**src/rtl/maqdig_pkg.sv**
```systemverilog
// Shared definitions for the alarm controller: PS/2 sequencer states,
// protocol prefix bytes and the default sensor key codes.
package maqdig_pkg;

    typedef enum logic [1:0] {
        StIdle,
        StExt,
        StBrk,
        StDispatch
    } ps2c_state_t;

    localparam logic [7:0] SC_BREAK = 8'hF0;
    localparam logic [7:0] SC_EXT   = 8'hE0;

    localparam logic [7:0] TEMP_KEY_DEF = 8'h2C;
    localparam logic [7:0] HUMO_KEY_DEF = 8'h33;
    localparam logic [7:0] CLR_KEY_DEF  = 8'h76;

endpackage

```
**src/rtl/ps2_sensor_ctrl_if.sv**
```systemverilog
// Valid/ready channel carrying decoded PS/2 key events.
interface ps2_sensor_ctrl_if;

    logic       evt_valid;
    logic       evt_ready;
    logic [7:0] evt_code;
    logic       evt_break;
    logic       evt_ext;

    modport master (
        output evt_valid,
        output evt_code,
        output evt_break,
        output evt_ext,
        input  evt_ready
    );

    modport slave (
        input  evt_valid,
        input  evt_code,
        input  evt_break,
        input  evt_ext,
        output evt_ready
    );

endinterface

```
**src/rtl/ps2_timeout.sv**
```systemverilog
// Inter-byte watchdog: counts enabled cycles and pulses expired_o on the
// cycle the count sits at the terminal value while still enabled.
module ps2_timeout #(
    parameter int unsigned TIMEOUT_CYC = 100000
) (
    input  logic clk_i,
    input  logic rst_ni,
    input  logic clr_i,
    input  logic en_i,
    output logic expired_o
);

    localparam int unsigned CntW = (TIMEOUT_CYC > 1) ? $clog2(TIMEOUT_CYC) : 1;
    localparam logic [CntW-1:0] TermCnt = CntW'(TIMEOUT_CYC - 1);

    logic [CntW-1:0] cnt_q, cnt_d;

    always_comb begin
        cnt_d = cnt_q;
        if (clr_i) begin
            cnt_d = '0;
        end else if (en_i) begin
            cnt_d = (cnt_q == TermCnt) ? '0 : cnt_q + CntW'(1);
        end
    end

    always_ff @(posedge clk_i) begin
        if (!rst_ni) begin
            cnt_q <= '0;
        end else begin
            cnt_q <= cnt_d;
        end
    end

    assign expired_o = en_i && !clr_i && (cnt_q == TermCnt);

endmodule

```
**src/rtl/ps2_sensor_ctrl.sv**
```systemverilog
// Assembles PS/2 receiver bytes into make/break/extended key events, drives
// the temperature and smoke sensor levels and publishes each event.
module ps2_sensor_ctrl
    import maqdig_pkg::*;
#(
    parameter logic [7:0]  TEMP_KEY    = TEMP_KEY_DEF,
    parameter logic [7:0]  HUMO_KEY    = HUMO_KEY_DEF,
    parameter logic [7:0]  CLR_KEY     = CLR_KEY_DEF,
    parameter int unsigned TIMEOUT_CYC = 100000
) (
    input  logic                      CLK_clk_i,
    input  logic                      RST_rst_i,
    input  logic                      rx_done_tick_i,
    input  logic [7:0]                dout_i,
    output logic                      rx_en_o,
    output logic                      Sensor_Temp_o,
    output logic                      Sensor_Humo_o,
    output logic                      err_o,
    ps2_sensor_ctrl_if.master         evt_io
);

    ps2c_state_t state_q;
    logic        ext_q;
    logic        temp_q, humo_q;
    logic [7:0]  evt_code_q;
    logic        evt_break_q, evt_ext_q;
    logic        err_q;

    logic is_prefix, fin, fin_brk, fin_ext;
    logic tmo_en, tmo_expired;

    // fin marks the byte that completes an event in the current state.
    always_comb begin
        is_prefix = (dout_i == SC_EXT) || (dout_i == SC_BREAK);
        fin_brk   = (state_q == StBrk);
        fin_ext   = (state_q == StExt) || ((state_q == StBrk) && ext_q);
        fin       = rx_done_tick_i &&
                    ((state_q == StBrk) ||
                     (((state_q == StIdle) || (state_q == StExt)) && !is_prefix));
    end

    assign tmo_en = ((state_q == StExt) || (state_q == StBrk)) && !rx_done_tick_i;

    ps2_timeout #(
        .TIMEOUT_CYC (TIMEOUT_CYC)
    ) u_timeout (
        .clk_i     (CLK_clk_i),
        .rst_ni    (RST_rst_i),
        .clr_i     (!tmo_en),
        .en_i      (tmo_en),
        .expired_o (tmo_expired)
    );

    always_ff @(posedge CLK_clk_i) begin
        if (!RST_rst_i) begin
            state_q     <= StIdle;
            ext_q       <= 1'b0;
            temp_q      <= 1'b0;
            humo_q      <= 1'b0;
            evt_code_q  <= 8'h00;
            evt_break_q <= 1'b0;
            evt_ext_q   <= 1'b0;
            err_q       <= 1'b0;
        end else begin
            err_q <= 1'b0;
            unique case (state_q)
                StIdle: begin
                    if (rx_done_tick_i && dout_i == SC_EXT) begin
                        state_q <= StExt;
                    end else if (rx_done_tick_i && dout_i == SC_BREAK) begin
                        state_q <= StBrk;
                        ext_q   <= 1'b0;
                    end
                end
                StExt: begin
                    if (rx_done_tick_i && dout_i == SC_BREAK) begin
                        state_q <= StBrk;
                        ext_q   <= 1'b1;
                    end else if (tmo_expired) begin
                        state_q <= StIdle;
                        err_q   <= 1'b1;
                    end
                end
                StBrk: begin
                    if (tmo_expired) begin
                        state_q <= StIdle;
                        err_q   <= 1'b1;
                    end
                end
                StDispatch: begin
                    // Byte arrived although the receiver was gated off.
                    if (rx_done_tick_i) begin
                        err_q <= 1'b1;
                    end
                    if (evt_io.evt_ready) begin
                        state_q <= StIdle;
                    end
                end
            endcase

            if (fin) begin
                state_q     <= StDispatch;
                evt_code_q  <= dout_i;
                evt_break_q <= fin_brk;
                evt_ext_q   <= fin_ext;
                if (!fin_ext) begin
                    if (dout_i == TEMP_KEY) temp_q <= !fin_brk;
                    if (dout_i == HUMO_KEY) humo_q <= !fin_brk;
                    if (dout_i == CLR_KEY && !fin_brk) begin
                        temp_q <= 1'b0;
                        humo_q <= 1'b0;
                    end
                end
            end
        end
    end

    assign rx_en_o          = (state_q != StDispatch);
    assign evt_io.evt_valid = (state_q == StDispatch);
    assign evt_io.evt_code  = evt_code_q;
    assign evt_io.evt_break = evt_break_q;
    assign evt_io.evt_ext   = evt_ext_q;
    assign Sensor_Temp_o    = temp_q;
    assign Sensor_Humo_o    = humo_q;
    assign err_o            = err_q;

endmodule

```
**src/flat_wrapper.sv**
```systemverilog
// flat-port wrapper written by rule: the top's interface ports become plain ports
module ps2_sensor_ctrl_flat import maqdig_pkg::*;
#(
    parameter logic [7:0]  TEMP_KEY    = TEMP_KEY_DEF,
    parameter logic [7:0]  HUMO_KEY    = HUMO_KEY_DEF,
    parameter logic [7:0]  CLR_KEY     = CLR_KEY_DEF,
    parameter int unsigned TIMEOUT_CYC = 100000
)
  (CLK_clk_i, RST_rst_i, rx_done_tick_i, dout_i, rx_en_o, Sensor_Temp_o, Sensor_Humo_o, err_o, evt_io_evt_valid, evt_io_evt_code, evt_io_evt_break, evt_io_evt_ext, evt_io_evt_ready);
  ps2_sensor_ctrl_if evt_io_i ();
  input  logic CLK_clk_i;
  input  logic RST_rst_i;
  input  logic rx_done_tick_i;
  input  logic [7:0] dout_i;
  output logic rx_en_o;
  output logic Sensor_Temp_o;
  output logic Sensor_Humo_o;
  output logic err_o;
  output wire logic [$bits(evt_io_i.evt_valid)-1:0] evt_io_evt_valid;
  output wire logic [$bits(evt_io_i.evt_code)-1:0] evt_io_evt_code;
  output wire logic [$bits(evt_io_i.evt_break)-1:0] evt_io_evt_break;
  output wire logic [$bits(evt_io_i.evt_ext)-1:0] evt_io_evt_ext;
  input wire logic [$bits(evt_io_i.evt_ready)-1:0] evt_io_evt_ready;
  assign evt_io_evt_valid = evt_io_i.evt_valid;
  assign evt_io_evt_code = evt_io_i.evt_code;
  assign evt_io_evt_break = evt_io_i.evt_break;
  assign evt_io_evt_ext = evt_io_i.evt_ext;
  assign evt_io_i.evt_ready = evt_io_evt_ready;
  ps2_sensor_ctrl #(.TEMP_KEY(TEMP_KEY), .HUMO_KEY(HUMO_KEY), .CLR_KEY(CLR_KEY), .TIMEOUT_CYC(TIMEOUT_CYC)) u_core (.CLK_clk_i(CLK_clk_i), .RST_rst_i(RST_rst_i), .rx_done_tick_i(rx_done_tick_i), .dout_i(dout_i), .rx_en_o(rx_en_o), .Sensor_Temp_o(Sensor_Temp_o), .Sensor_Humo_o(Sensor_Humo_o), .err_o(err_o), .evt_io(evt_io_i));
endmodule
```
**config.mk**
```make
export PLATFORM = sky130hd
export DESIGN_NAME = ps2_sensor_ctrl_flat
export DESIGN_NICKNAME = d
export VERILOG_FILES = /design/src/rtl/maqdig_pkg.sv /design/src/rtl/ps2_sensor_ctrl_if.sv /design/src/rtl/ps2_timeout.sv /design/src/rtl/ps2_sensor_ctrl.sv /design/src/flat_wrapper.sv
export SDC_FILE = /design/constraint.sdc
export NUM_CORES = 1
export LEC_CHECK = 0
export CAP_MARGIN = 0
export CORE_ASPECT_RATIO = 1.25
export CORE_UTILIZATION = 50
export CTS_BUF_LIST = sky130_fd_sc_hd__clkbuf_16
export CTS_CLUSTER_DIAMETER = 60
export CTS_CLUSTER_SIZE = 40
export DETAILED_ROUTE_END_ITERATION = 16
export DONT_BUFFER_PORTS = 1
export PLACE_DENSITY = 0.78
export SETUP_SLACK_MARGIN = 0.2
export SYNTH_ARGS = -nofsm -noshare
export SYNTH_HDL_FRONTEND = slang
export SYNTH_HIERARCHICAL = 1
export SYNTH_SLANG_ARGS = --single-unit
```
**constraint.sdc**
```tcl
create_clock -name CLK_clk_i -period 2 [get_ports CLK_clk_i]
set_input_delay 0.4 -clock CLK_clk_i [delete_from_list [all_inputs] [get_ports CLK_clk_i]]
set_output_delay 0.4 -clock CLK_clk_i [all_outputs]
set_load 0.01 [all_outputs]
```
Word level (Yosys, flattened, before mapping)
Cells that the tools add are included.
{"block": "op_classes", "eq_ne": 15, "muxes": 19, "bitwise_logic": 3, "add_sub_neg": 1, "n_reduce_logical": 25}
{"cell": "17-bit by 1-bit adder with 17-bit output (second input constant)", "count": 1}
{"cell": "17-bit equality test (second input constant)", "count": 1}
{"cell": "8-bit by 6-bit equality test with 1-bit output (second input constant)", "count": 2}
{"cell": "8-bit equality test (second input constant)", "count": 2}
{"cell": "2-bit 2-to-1 mux", "count": 6}
{"cell": "1-bit 2-to-1 mux", "count": 10}
{"cell": "8-bit by 7-bit equality test with 1-bit output (second input constant)", "count": 1}
{"cell": "1-bit logical AND", "count": 8}
{"cell": "2-bit != test (second input constant)", "count": 4}
{"cell": "2-bit case mux with 4 select lines", "count": 1}
{"cell": "3-bit AND reduction", "count": 2}
{"cell": "2-bit nonzero test", "count": 3}
{"cell": "1-bit logical OR", "count": 5}
{"cell": "2-bit equality test (second input constant)", "count": 2}
{"cell": "4-bit by 3-bit != test with 1-bit output (second input constant)", "count": 1}
{"cell": "4-bit AND reduction", "count": 1}
{"cell": "1-bit logical NOT", "count": 3}
{"cell": "3-bit by 1-bit != test with 1-bit output (second input constant)", "count": 1}
{"cell": "1-bit inverter", "count": 3}
{"cell": "1-bit case mux with 3 select lines", "count": 1}
{"cell": "3-bit OR reduction", "count": 1}
{"cell": "2-bit by 1-bit equality test with 1-bit output (second input constant)", "count": 1}
{"cell": "2-bit logical NOT", "count": 1}
{"cell": "1-bit case mux with 2 select lines", "count": 1}
{"cell": "2-bit AND reduction", "count": 1}
{"block": "word_totals", "inputBits": 12, "elab_cells": 72, "ff_bits": 33, "out_inout_bits": 15}

Depth between registers and ports, before layout
Gate-level depths: netlist of the first run.
{"block": "logic_depth", "word_depth": 8, "mapped_depth": 9, "depth_no_buf": 9}

Hierarchy
Netlist of the first run, hierarchy kept.
{"module": "ps2_sensor_ctrl", "cells_each": 110, "area_per_inst_um2": 934.6, "n_inst": 1, "seq_area_each_um2": 320.3}
{"module": "ps2_timeout", "cells_each": 92, "area_per_inst_um2": 830.8, "n_inst": 1, "seq_area_each_um2": 340.3}

Least setup slack after synthesis of the first run
Ideal clock, no wire load.
{"block": "synth_path", "kind": "register to register", "start": "reg u_core.state_q[1]", "end": "reg u_core.u_timeout.cnt_q[15]", "setup_time_ns": 0.066, "setup_slack_ns": -0.168, "path_buffers": 0, "stages_incl_launch_ff": 9, "arrival_time_ns": 2.102, "synth_period_minus_slack_ns": 2.168, "t_required_ns": 1.934, "path_cell_list": "dfxtp_1 -> inv_1 -> ha_1 -> nand2_1 -> inv_1 -> and4_4 -> nand4_4 -> or4_4 -> a21oi_2"}
{"block": "synth_via", "elab_chain_cells": 5, "elab_cells_between_ends": 6, "classes_between": "eq/ne: 2; bitwise: 1; reduce/logical: 3"}
{"item": "from (decl)", "line_no": "ps2_sensor_ctrl.sv:22", "source": "ps2c_state_t state_q;"}
{"item": "from (signal assigned)", "line_no": "ps2_sensor_ctrl.sv:56", "source": "state_q <= StIdle;"}
{"item": "from (signal assigned)", "line_no": "ps2_sensor_ctrl.sv:69", "source": "state_q <= StExt;"}
{"item": "from (signal assigned)", "line_no": "ps2_sensor_ctrl.sv:71", "source": "state_q <= StBrk;"}
{"item": "2-bit by 1-bit equality test with 1-bit output / 2-bit equality test (equally long branches)", "line_no": "ps2_sensor_ctrl.sv:42", "source": "assign tmo_en = ((state_q == StExt) || (state_q == StBrk)) && !rx_done_tick_i;"}
{"item": "1-bit logical OR (*)", "line_no": "ps2_sensor_ctrl.sv:42"}
{"item": "1-bit logical AND (*)", "line_no": "ps2_sensor_ctrl.sv:42"}
{"item": "via u_core.tmo_en", "line_no": "ps2_sensor_ctrl.sv:30", "source": "logic tmo_en, tmo_expired;"}
{"item": "1-bit inverter (no line) (*)"}
{"item": "3-bit OR reduction (no line) (*)"}
{"item": "to (signal assigned)", "line_no": "ps2_timeout.sv:31", "source": "cnt_q <= cnt_d;"}
{"item": "to (decl)", "line_no": "ps2_timeout.sv:16", "source": "logic [CntW-1:0] cnt_q, cnt_d;"}
Mark *: on every way through the listed nets, which the timed path passes. The rest lies on a longest branch.
A chain may end at the register's enable or synchronous reset.

Worst setup path in the final report of the first run
Ends and elaborated chain as after synthesis.

==> reports/qor.yml, run 1 <==
outcome: "complete, no violations"
synth_area_um2: 1765
worst_path_cell_chain: "inv_4, ha_4, nand2_4, inv_6, and4_4, nand4_4, or4_4, a21oi_2"
port-buffer-count: 0
clock_tree_from_tritoncts: "built"
worst_ep_arrival_time_ns: 2.02
rsz0062_at_grt: "yes"
cts_root_buffer: "sky130_fd_sc_hd__clkbuf_16"
comb_power_share_pct: 16.4
holdCritPathClass: "in -> reg"
max_vdd_drop_mv: 0.7515
gr-usage-all-layers_pct: 23.20
drc: 0
reg2regPathDepth: 8
synth.lib_cells_used.distinct: 50
cp_top_family: "simple AND/OR/NAND/NOR gates"
placedCellCount: 239
grt_start_max_net_pins: 16
slowest_delay_ns: 0.44
postSynth.topFlopCell: "sky130_fd_sc_hd__dfxtp_1"
floorplan.die_area_um2: 3774
fin_nets: 234
numClockSinks: 33
instances_no_fill: 255
antenna_left: 0
ys_warn_count: 6
worst_clock_skew_ns: 0.002869
cts_htree_levels: 2
drt-wirelength-per-cell_um: 16.24
worst-setup-path-type: "reg -> reg"
cp-end-kind: "flip-flop"
mappedNetlistNets: 219
tritoncts.num_buffers: 5
yosys.area.top_type_share_pct: 37.42
layout_min_cycle_time_ns: 1.801
required_ns: 2.22
most_frequent_standard_cell_in_the_layout_excluding_fill_and_tap_cells: "sky130_fd_sc_hd__dfxtp_1"
layout_common_cells: "31 x sky130_fd_sc_hd__dfxtp_1, 16 x sky130_fd_sc_hd__nor2_1, 15 x sky130_fd_sc_hd__nand2_1"
cell_taking_the_most_area_after_synthesis: "sky130_fd_sc_hd__dfxtp_1"
p_per_area_nw_per_um2: 803.5
crit-reg2reg-launch: "u_core/state_q[1]$_SDFFE_PN0P_"
cts.reportedPaths.clkPinSlew_ns: 0.05
final-setup-viol-count: 0
vias: 1557
crit_path_top_delay_cell: "sky130_fd_sc_hd__or4_4"
hold_end: "u_core/state_q[1]$_SDFFE_PN0P_"
critPathBufInv: 2
layout_worst_path_cycle_share_pct: 90.03
synth.area.top_cells: "sky130_fd_sc_hd__dfxtp_1 37%, sky130_fd_sc_hd__nor2_1 4.5%, sky130_fd_sc_hd__ha_1 3.5%, sky130_fd_sc_hd__xor2_1 3.5%, sky130_fd_sc_hd__mux2i_1 3.4%"
core_area_um2: 3281
total_leakage_power_uw: 0.0007717
via_per_inst: 6.106
antenna_violations_before_repair: 0
initial_core_util_pct: 53.81
final_worst_slack_ns: 0.1994
fillCellCount: 271
rrSetupSlack_ns: 0.20
switching_share_pct: 26.51
slew_headroom_pct: 69.06
postRouteWirelength_mm: 4.141
worstSetupStartpointType: "flip-flop"
ys_async_sr_fraction_pct: 0
internal-power_uw: 1269
drt-initial-drc-count: 49
standard_cell_row_count: 23
p_seq_share_pct: 41.2
clock_tree.buffer_depth: 2
gp_weighted_congestion: 0.9468
number_of_enable_flip_flop_cells_after_synthesis: 0
gr-total-overflow: 0
final-max-slew-violation-count: 0
num_antenna_cells: 0
ios: 27
net-switching-power_uw: 457.6
timing.max_cap.violations: 0
achievable-frequency_mhz: 555.4
whs_path_depth: 2
fraction_of_final_layout_cells_sized_beyond_drive_strength_1_pct: 24.31
die_width_um: 55.15
clkPwrFrac_pct: 42.4
tightestPinTransition_ns: 0.4629
grt_first_pass_wirelength_mm: 6.113
number_of_register_bits_inferred_by_synthesis: 33
synthesis.area_per_instance_um2: 8.740
vias_in_the_first_global_route: 1414
timing.setup.tns_ns: 0
place_hpwl_mm: 2.771
chipHeight_um: 68.44
firstDrtPassIters: 4
number_of_instances_in_the_synthesized_netlist: 202
worst-path-max-fanout: 7
worst_hold_startpoint: "RST_rst_i"
worst_skew_pair.late_latency_ns: 0.28
areaGrowthSynthToFinish_pct: 21.69
crit-reg2reg-capture: "u_core/u_timeout/cnt_q[15]$_SDFFE_PP0P_"
finalHoldViolCount: 0
ys_seq_area_share_pct: 37.42
dp_worst_setup_slack_ns: 0.07951
final_core_utilization_pct: 65.48
sequential cells by signal, indices dropped and copies added (netlist names):
register,cells
u_core/u_timeout/cnt_q,17
u_core/evt_io.evt_code,8
u_core/state_q,2
u_core/Sensor_Humo_o,1
u_core/Sensor_Temp_o,1
u_core/err_o,1
u_core/evt_io.evt_break,1
u_core/evt_io.evt_ext,1
u_core/ext_q,1
power groups by stage:
stage	Clock, uW	Combinational, uW	Sequential, uW
after floorplan	0	178	728
after global placement	0	224	733
after detailed placement	0	227	734
after CTS	742	258	709
after global routing	774	308	714
final	732	283	711
stage by stage:
| stage | hold WS, ns | area (um2) | total power, uW |
|---|---|---|---|
| finish | 0.2425 | 2148 | 1726 |
| global route | 0.2484 | 2148 | 1796 |
| CTS | 0.2422 | 2067 | 1709 |
| detailed placement | 0.4813 | 1879 | 961.0 |
| global placement | 0.4722 | 1879 | 957.2 |
| floorplan | 0.4537 | 1798 | 905.5 |
routing by layer:
layer  wire, um  track usage, %
met2       2216           41.72
met5          0               0
met1       1682           24.36
met3        178           7.556
met4         64           8.438
area by class of cell:
type / count / area, um2 / share of cell area [%]
multi-input cells: 148 / 1091 / 50.79
flip-flops and latches: 33 / 668.1 / 31.10
repair buffers: 17 / 151.4 / 7.047
clock buffers: 5 / 125.1 / 5.824
inverters: 12 / 52.55 / 2.446
well taps: 37 / 46.29 / 2.155
clock inverters: 3 / 13.76 / 0.6407
synth_stat cells, types with 3 or more instances:
master / number
sky130_fd_sc_hd__dfxtp_1: 33
sky130_fd_sc_hd__nor2_1: 21
sky130_fd_sc_hd__nand2_1: 16
sky130_fd_sc_hd__inv_1: 12
sky130_fd_sc_hd__a21oi_1: 11
sky130_fd_sc_hd__nand4_1: 8
sky130_fd_sc_hd__xor2_1: 7
sky130_fd_sc_hd__mux2i_1: 6
sky130_fd_sc_hd__nand3_1: 6
sky130_fd_sc_hd__o21ai_0: 6
sky130_fd_sc_hd__ha_1: 5
sky130_fd_sc_hd__nor2b_1: 5
sky130_fd_sc_hd__xnor2_1: 5
sky130_fd_sc_hd__clkbuf_1: 4
sky130_fd_sc_hd__or3_1: 4
sky130_fd_sc_hd__a221oi_1: 3
sky130_fd_sc_hd__and3_1: 3
sky130_fd_sc_hd__nand2b_1: 3
sky130_fd_sc_hd__nor3_1: 3
sky130_fd_sc_hd__o32ai_1: 3
worst max-delay path by stage:
| stage | from | end | depth (start not counted) |
|---|---|---|---|
| finish | u_core/state_q[1]$_SDFFE_PN0P_ | u_core/u_timeout/cnt_q[15]$_SDFFE_PP0P_ | 8 |
| global route | u_core/state_q[0]$_SDFFE_PN0P_ | u_core/u_timeout/cnt_q[14]$_SDFFE_PP0P_ | 9 |
| CTS | u_core/state_q[1]$_SDFFE_PN0P_ | u_core/state_q[1]$_SDFFE_PN0P_ | 9 |
| detailed placement | u_core/state_q[0]$_SDFFE_PN0P_ | u_core/u_timeout/cnt_q[15]$_SDFFE_PP0P_ | 8 |
| global placement | u_core/state_q[0]$_SDFFE_PN0P_ | u_core/u_timeout/cnt_q[15]$_SDFFE_PP0P_ | 8 |
| floorplan | u_core/state_q[1]$_SDFFE_PN0P_ | u_core/u_timeout/cnt_q[15]$_SDFFE_PP0P_ | 8 |
logic make-up after synthesis:
logic type | after synthesis | synth area share [%]
simple gates | 87 | 28.84
mux | 6 | 3.402
compound gates | 38 | 15.73
fa+ha+maj | 5 | 3.544
buf+inv | 21 | 5.102
xor+xnor | 12 | 5.953
flops | 33 | 37.42
repair_timing:
item                                    CTS  global route
pin swaps                                 5             6
buffers inserted                          5             2
endpoints found under the setup margin   11            17
hold buffers                              0             0
gates cloned                              0             1
resized for setup                         4            17
Power figures use the tool's default switching activity.
==> inputs of run 2 (changes only) <==
- CORE_UTILIZATION: 50 -> 56
- PLACE_DENSITY: 0.78 -> 0.84
==> run 2 against run 1 <==
Net effect: wire length is 10% higher; largest cell class unchanged; non-clock buffer count grew 3; highest routed layer unchanged; die area shrank 10%; via count rose by 3.6%; count of clock-buffer cells in the layout is 1 higher.
==> reports/qor.yml, run 2 (same netlist as run 1, synthesis figures left out) <==
final_design_area_no_fill_um2: 2236  # +4.1%
initial_core_util_pct: 59.39  # +5.6 points
antenna_left: 0  # unchanged
grt_start_max_net_pins: 16  # unchanged
drt-initial-drc-count: 50  # +2.0%
worstSetupStartpointType: "flip-flop"
worst_skew_pair.late_latency_ns: 0.28  # about the same
net-switching-power_uw: 494.1  # +8.0%
antenna_violations_before_repair: 0  # unchanged
ios: 27  # unchanged
required_ns: 2.20  # -0.02 ns
vias: 1613  # +3.6%
hold_slack_ns: 0.2422  # -0.0003560 ns
internal-power_uw: 1377  # +8.5%
most_frequent_standard_cell_in_the_layout_excluding_fill_and_tap_cells: "sky130_fd_sc_hd__dfxtp_1"
gp_weighted_congestion: 0.8184  # -14%
cp-end-kind: "flip-flop"
tightestPinTransition_ns: 0.5325  # +0.06953 ns
cts_htree_levels: 2  # unchanged
outcome: "complete, no violations"
gr-usage-all-layers_pct: 26.42  # +3.2 points
areaGrowthSynthToFinish_pct: 26.65
fin_nets: 237  # +1.3%
floorplan.die_area_um2: 3383  # -10%
instances_no_fill: 257  # +0.78%
worst-path-max-fanout: 7  # unchanged
max_vdd_drop_mv: 0.7844  # +4.4%
rrSetupSlack_ns: 0.13  # -0.07 ns
worst_ep_arrival_time_ns: 2.07  # +0.05 ns
tritoncts.num_buffers: 5  # unchanged
grt_first_pass_wirelength_mm: 6.610  # +8.1%
total_leakage_power_uw: 0.0008304  # +7.6%
final-max-slew-violation-count: 0  # unchanged
drc: 0  # unchanged
firstDrtPassIters: 4  # unchanged
fraction_of_final_layout_cells_sized_beyond_drive_strength_1_pct: 27.60  # +3.3 points
post_dp_cell_area_um2: 1863  # -0.87%
die_width_um: 52.22  # -5.3%
place_hpwl_mm: 2.773  # about the same
timing.max_cap.violations: 0  # unchanged
layout_worst_path_cycle_share_pct: 93.43  # +3.4 points
postRouteWirelength_mm: 4.567  # +10%
clock_tree.buffer_depth: 2  # unchanged
placedCellCount: 236  # -1.3%
top_register_by_number_of_flip_flops: "u_core/u_timeout/cnt_q"
slew_headroom_pct: 64.41  # -4.6 points
final-setup-viol-count: 0  # unchanged
via_per_inst: 6.276  # +2.8%
clock_tree_from_tritoncts: "built"
dp_worst_setup_slack_ns: -0.04272  # -0.1222 ns
chipHeight_um: 64.78  # -5.3%
cts.reportedPaths.clkPinSlew_ns: 0.06  # about the same
achievable-frequency_mhz: 535.2  # -3.6%
vias_in_the_first_global_route: 1552  # +9.8%
final_core_utilization_pct: 75.21  # +9.7 points
num_antenna_cells: 0  # unchanged
layout_min_cycle_time_ns: 1.869  # +0.06791 ns
drt-wirelength-per-cell_um: 17.77  # +9.4%
worst_clock_skew_ns: 0.002552  # -0.0003173 ns
worst-setup-path-type: "reg -> reg"
rsz0062_at_grt: "yes"
port-buffer-count: 0  # unchanged
largest_register_ffs: 17  # unchanged
p_per_area_nw_per_um2: 836.8  # +4.1%
layout_common_cells: "29 x sky130_fd_sc_hd__dfxtp_1, 21 x sky130_fd_sc_hd__nor2_1, 15 x sky130_fd_sc_hd__nand2_1, 15 x sky130_fd_sc_hd__buf_4"
cts_root_buffer: "sky130_fd_sc_hd__clkbuf_16"
clkPwrFrac_pct: 44.6  # +2.2 points
comb_power_share_pct: 17.5  # +1.1 points
finalHoldViolCount: 0  # unchanged
holdCritPathClass: "in -> reg"
standard_cell_row_count: 22  # -4.3%
gr-total-overflow: 0  # unchanged
numClockSinks: 33  # unchanged
core_area_um2: 2973  # -9.4%
final_worst_slack_ns: 0.1315  # -0.06791 ns
p_seq_share_pct: 37.9  # -3.3 points
switching_share_pct: 26.41  # -0.099 points
-- run 2: per-stage QoR --
stage | TNS, ns | power, uW
final | 0 | 1871
after global routing | 0 | 1932
after CTS | 0 | 1828
after detailed placement | -0.04272 | 956.9
after global placement | 0 | 946.0
after floorplan | 0 | 905.5
-- run 2: power by group through the flow --
stage | logic (uW) | clock network, uW | registers, uW
after floorplan | 178 | 0 | 728
after global placement | 214 | 0 | 732
after detailed placement | 222 | 0 | 735
after CTS | 280 | 839 | 710
after global routing | 350 | 870 | 712
final | 328 | 834 | 710
-- run 2: worst paths after layout --
| path | endpoint | startpoint | cells after the start |
|---|---|---|---|
| setup / recovery | u_core/u_timeout/cnt_q[15]$_SDFFE_PP0P_ | u_core/state_q[0]$_SDFFE_PN0P_ | 8 |
| hold / removal | u_core/evt_io.evt_ext$_SDFFE_PN0P_ | RST_rst_i | 2 |
| setup reg to reg | u_core/u_timeout/cnt_q[15]$_SDFFE_PP0P_ | u_core/state_q[0]$_SDFFE_PN0P_ | 8 |
| hold reg to reg | u_core/u_timeout/cnt_q[1]$_SDFFE_PP0P_ | u_core/u_timeout/cnt_q[1]$_SDFFE_PP0P_ | 2 |
-- run 2: cell type report --
cell class / count / area [um2]
clock buffers: 6 / 150.1
clock inverters: 2 / 16.27
fillers: 202 / 737.0
inverters: 12 / 52.55
multi-input cells: 148 / 1124
flip-flops and latches: 33 / 670.6
well taps: 36 / 45.04
repair buffers: 20 / 177.7
-- run 2: worst max-delay path, cell delays in order, from the launching register on --
cell                      delay (ns)
sky130_fd_sc_hd__dfxtp_4        0.35
sky130_fd_sc_hd__inv_4          0.04
sky130_fd_sc_hd__ha_4           0.26
sky130_fd_sc_hd__nand2_4        0.07
sky130_fd_sc_hd__inv_4          0.08
sky130_fd_sc_hd__and4_4         0.25
sky130_fd_sc_hd__nand4_4        0.13
sky130_fd_sc_hd__or4_4          0.44
sky130_fd_sc_hd__a21oi_2        0.16
-- run 2: timing repair --
item                       in CTS  in global routing
gates cloned                    0                  0
buffers inserted                8                  5
hold buffers                    0                  0
resized for setup               7                 19
pin swaps                       7                 15
setup endpoints to repair       7                 10
-- run 2: per-layer routing --
layer  GRT usage (%)  routed length, um
met1           26.98               1732
met2           46.96               2514
met3           9.390                212
met4           11.51                107
met5               0                  0
